<file path="src/rtl/alu_shift_sequencer.sv">
// Iterative shifter for SLL/SRL/SRA ALU ops: moves STEP bits per cycle,
// stalls the pipeline while busy and pulses done_o with the result.
module alu_shift_sequencer #(
  parameter int XLEN    = 32,
  parameter int STEP    = 1,
  parameter int SHAMT_W = 5
) (
  input  logic               clk,
  input  logic               rst,
  input  logic               start_i,
  input  logic [3:0]         alu_ctrl_i,
  input  logic [XLEN-1:0]    src_a_i,
  input  logic [SHAMT_W-1:0] shamt_i,
  input  logic               flush_i,
  output logic               stall_o,
  output logic               busy_o,
  output logic               done_o,
  output logic [XLEN-1:0]    result_o
);

  localparam logic [3:0] CTRL_SLL = 4'b0111;
  localparam logic [3:0] CTRL_SRL = 4'b1000;
  localparam logic [3:0] CTRL_SRA = 4'b1001;

  typedef enum logic [1:0] {S_IDLE, S_SHIFT, S_DONE} state_t;
  typedef enum logic [1:0] {OP_SLL, OP_SRL, OP_SRA} op_t;

  state_t             state;
  op_t                op;
  op_t                op_in;
  logic               fill_bit;
  logic [SHAMT_W-1:0] count;
  logic [SHAMT_W-1:0] count_next;
  logic [XLEN-1:0]    result_q;
  logic [XLEN-1:0]    shift_next;
  logic               is_shift;
  logic               accept;

  always_comb begin
    is_shift = 1'b0;
    op_in    = OP_SLL;
    case (alu_ctrl_i)
      CTRL_SLL: begin is_shift = 1'b1; op_in = OP_SLL; end
      CTRL_SRL: begin is_shift = 1'b1; op_in = OP_SRL; end
      CTRL_SRA: begin is_shift = 1'b1; op_in = OP_SRA; end
      default:  begin is_shift = 1'b0; op_in = OP_SLL; end
    endcase
  end

  assign accept = start_i & is_shift & ((state == S_IDLE) | (state == S_DONE)) & ~flush_i;

  // One single-bit stage per STEP; stages beyond the remaining count pass through.
  always_comb begin
    shift_next = result_q;
    for (int i = 0; i < STEP; i++) begin
      if (i < int'(count)) begin
        if (op == OP_SLL)
          shift_next = {shift_next[XLEN-2:0], 1'b0};
        else
          shift_next = {(op == OP_SRA) & fill_bit, shift_next[XLEN-1:1]};
      end
    end
    if (int'(count) < STEP)
      count_next = '0;
    else
      count_next = count - SHAMT_W'(STEP);
  end

  always_ff @(posedge clk or posedge rst) begin
    if (rst) begin
      state    <= S_IDLE;
      op       <= OP_SLL;
      fill_bit <= 1'b0;
      count    <= '0;
      result_q <= '0;
    end else if (flush_i) begin
      state <= S_IDLE;
    end else begin
      case (state)
        S_IDLE, S_DONE: begin
          if (accept) begin
            result_q <= src_a_i;
            op       <= op_in;
            fill_bit <= src_a_i[XLEN-1];
            count    <= shamt_i;
            state    <= (shamt_i == '0) ? S_DONE : S_SHIFT;
          end else begin
            state <= S_IDLE;
          end
        end
        S_SHIFT: begin
          result_q <= shift_next;
          count    <= count_next;
          if (count_next == '0)
            state <= S_DONE;
        end
        default: state <= S_IDLE;
      endcase
    end
  end

  // A flush drops the stall immediately, even mid-shift.
  assign busy_o   = (state == S_SHIFT);
  assign done_o   = (state == S_DONE);
  assign stall_o  = accept | (busy_o & ~flush_i);
  assign result_o = result_q;

endmodule

</file>
<file path="config.mk">
export PLATFORM = sky130hd
export DESIGN_NAME = alu_shift_sequencer
export DESIGN_NICKNAME = d
export VERILOG_FILES = /design/src/rtl/alu_shift_sequencer.sv
export SDC_FILE = /design/constraint.sdc
export NUM_CORES = 1
export LEC_CHECK = 0
export ABC_AREA = 1
export CAP_MARGIN = 15
export CORE_AREA = 3 3 92 94
export CTS_CLUSTER_DIAMETER = 100
export DETAILED_ROUTE_END_ITERATION = 12
export DIE_AREA = 0 0 95 97
export PLACE_DENSITY_LB_ADDON = 0.3
export SLEW_MARGIN = 20
export SYNTH_ARGS = -nofsm -noshare
export SYNTH_HDL_FRONTEND = slang
export SYNTH_SLANG_ARGS = --single-unit
</file>
<file path="constraint.sdc">
create_clock -name clk -period 1.25 [get_ports clk]
set_input_delay 0.1875 -clock clk [delete_from_list [all_inputs] [get_ports clk]]
set_output_delay 0.1875 -clock clk [all_outputs]
set_load 0.01 [all_outputs]
</file>
==> results.yml, run 1 <==
sta:
  post-route-period-util_pct: 116
  max_slew_margin_pct: 83.0
  hold_viol: 0
  rsz0062_at_grt: "true"
  tightest_slew_ns: 0.255
  timing.fmax_mhz: 688
  finalWorstSetupSlack_ns: -0.204
  finalSetupViolations: 39
  maxSlewViolCount: 0
  period_needed_ns: 1.45
  fin_skew_ns: 0.00587
final_layout:
  fill_cells: 705
  layout-drive-gt1-share_pct: 34.4
  diodes: 0
  areaGrowthSynthToFinish_pct: 65.1
  fin_cells: 567
  multi_input_area_mm2: 0.00150
  nets: 510
  seqCellArea_mm2: 0.00105
power:
  sw_frac_of_total_pct: 39.5
  p_clk_share_pct: 14.9
  ir_worst_vdd_uv: 548
  power_mw: 6.26
  p_leak_nw: 2.05
  p_sw_mw: 2.47
  p_seq_share_pct: 35.4
  p_int_mw: 3.79
  p_per_area_mw_per_mm2: 1420
  comb_power_share_pct: 49.7
global_routing:
  grt_pass1_vias: 2668
  grt_max_degree: 32
  grt_pass1_wl_um: 12600
  antenna_found_initial: 0
  overflow: 0
  grt_use_total_pct: 16.9
clocking:
  cts_buffers: 5
  clk_root_buffer_cell: "clkbuf_8"
  clock_sinks: 42
  worstSkewPairLatency_ns: 0.29
  h-tree-depth: 2
  clockBufferDepth: 2
  path_clk_slew_ns: 0.08
  cts_tree: "yes"
floorplan:
  start_util_pct: 34.6
  dieArea_mm2: 0.00922
  row_count: 32
  ios: 80
  fp.dieH_um: 97
  die_w_um: 95
  core_mm2: 0.00773
placed_design:
  port_buffers: 79
  dp_cells: 533
  place_hpwl_um: 5210
  place_ws_ns: -0.582
  routabilityCongestion: 0.787
yosys:
  netlist.area_leader.share_pct: 39.3
  synth-main-ff-cell: "dfrtp_1"
  ys_ff_latch: 42
  ys_top_cells_by_count: "nand2_1, inv_1, dfrtp_1, o21ai_0, nor2_1"
  synth_most_common_cell: "nand2_1"
  syn-instance-count: 337
  yosysTopAreaCell: "dfrtp_1"
  synth_area_leaders: "dfrtp_1, o21ai_2, nand2_1"
  ys_types: 27
  syn-cell-area_mm2: 0.00268
  synth_enable_flop_cells: 0
  syn_nets: 383
  ys.warnings.count: 0
  async_reset_ff_share_pct: 100
  syn_area_per_cell_um2: 7.94
  ys_seq_area_share_pct: 39.3
drt:
  drt_wl_total_um: 8020
  wl_per_cell_um: 14.1
  first_pass_iters: 4
  via_count: 2779
  vias_per_cell: 4.90
  drc_errors: 0
  ant_nets: 0
  drt_iter0_drc: 56
worst_setup_path:
  start_kind: "register"
  worst-path-max-fanout: 7
  crit_path_top_delay_cell: "dfrtp_1"
  cp-end-kind: "register"
  crit_required_ns: 1.47
  rrSetupSlack_ns: -0.20
  arrival_ns: 1.68
  worst-setup-path-type: "reg -> reg"
  cpPeakStageDelay_ns: 0.38
  crit_chain: "inv_2, nand2_4, inv_8, buf_8, nand4_4, nand2_8, buf_12, clkbuf_16, nand2_1, o21ai_2"
job:
  max_cap_violations: 0
outcome:
  violations: "negative setup slack"
  status: "finished, violations left"
hold_path:
  hold_class: "in -> async"
## cell families (layout without fill, tap and decap cells)
group | Yosys count | count (layout) | share of synthesized area [%]
adder cells (fa/ha/maj) | 1 | 1 | 0.468
AND/OR/NAND/NOR | 116 | 116 | 20.3
buffers and inverters | 65 | 193 | 12.6
AO/OA/AOI/OAI | 113 | 113 | 27.4
flip-flops | 42 | 42 | 39.3
## layout make-up
class / count / area share (%)
timing repair buffer: 139 / 33.2
clock buffer: 7 / 1.96
clock inverter: 1 / 0.113
multi-input combinational: 230 / 34.0
tap: 102 / 2.89
inverter: 46 / 4.08
sequential: 42 / 23.8
## metrics by stage
stage / setup TNS, ns / utilization, % / hold WS [ns] / area, um2
global route: -8.74 / 57.1 / 0.139 / 4420
CTS: -5.89 / 52.8 / 0.130 / 4080
detailed placement: -20.89 / 48.9 / 0.447 / 3770
global placement: -19.91 / 48.9 / 0.451 / 3770
floorplan: -0.0643 / - / 0.286 / 2680
finish: -6.10 / 57.1 / 0.134 / 4420
## flip-flops by register name, summed over array words and instances, names as in the netlist
signal    count
result_o     32
fill_bit      1
count         5
op            2
state         2
## placed cells by master, fill, tap and decap left out, types with 3 or more instances in the layout
cell type         n
nor2_1           32
dfrtp_1          41
clkbuf_8          6
o21ai_0          33
nand2_4          10
o21ai_1           6
dlygate4sd2_1    28
nor2_4            3
inv_1            39
buf_16            3
buf_12            8
o211ai_1          3
inv_2             6
nand2_2          18
buf_6             8
clkdlybuf4s15_1   8
nand2_8           3
nand2_1          34
buf_8             3
a21oi_1           3
o21ai_2          34
clkbuf_16         3
nand3_1           9
o22ai_1          23
clkdlybuf4s50_1  39
buf_4            37
o22ai_2           6
## what timing repair did
| item | CTS | global route |
|---|---|---|
| gates resized for setup | 80 | 56 |
| endpoints found under the setup margin | 74 | 43 |
| setup buffers | 13 | 7 |
| hold endpoints to repair | 0 | 0 |
| cloned | 3 | 4 |
| hold buffers | 0 | 0 |
| pin swaps | 9 | 14 |
## worst paths after layout
| check | startpoint | endpoint | cells after the start |
|---|---|---|---|
| setup / recovery | state[1]$_DFFE_PP0P_ | result_o[11]$_DFFE_PP0P_ | 10 |
| min in group clk | flush_i | state[1]$_DFFE_PP0P_ | 4 |
| max in group asynchronous | rst | state[0]$_DFFE_PP0P_ | 3 |
| setup reg to reg | state[1]$_DFFE_PP0P_ | result_o[11]$_DFFE_PP0P_ | 10 |
| hold / removal | rst | result_o[9]$_DFFE_PP0P_ | 2 |
| hold reg to reg | fill_bit$_DFFE_PP0P_ | fill_bit$_DFFE_PP0P_ | 2 |
## critical path: cells and delay by family (launching register included)
family / cells / cell delay, ns
DFF: 1 / 0.38
AOI/OAI and AO/OA: 1 / 0.06
buffers and inverters: 5 / 0.60
and+or+nand+nor: 4 / 0.35
## routing by layer
| metal | up-vias | part of all wire (%) | global-route usage (%) |
|---|---|---|---|
| met2 | 74 | 50 | 27.4 |
| met3 | 8 | 5.4 | 3.65 |
| met1 | 1316 | 44 | 22.6 |
| met5 | - | 0 | 0 |
| met4 | 0 | 1.1 | 4.22 |
| li1 | 1381 | - | - |
## power by group through the flow
stage               registers, mW  clock network, mW  logic (mW)
finish                       2.21              0.932        3.11
global route                 2.28               1.02        3.48
CTS                          2.15              0.965        2.85
detailed placement           2.16                  0        2.90
global placement             2.15                  0        2.86
floorplan                    2.27                  0        1.44
Power figures use the tool's default switching activity.
==> run 2, diff against run 1 <==
ABC_CLOCK_PERIOD_IN_PS = 1250   (was not set)
GPL_ROUTABILITY_DRIVEN = 1   (was not set)
==> results of run 2 <==
Same layout as run 1: the final DEF is identical, and so are final timing and power.
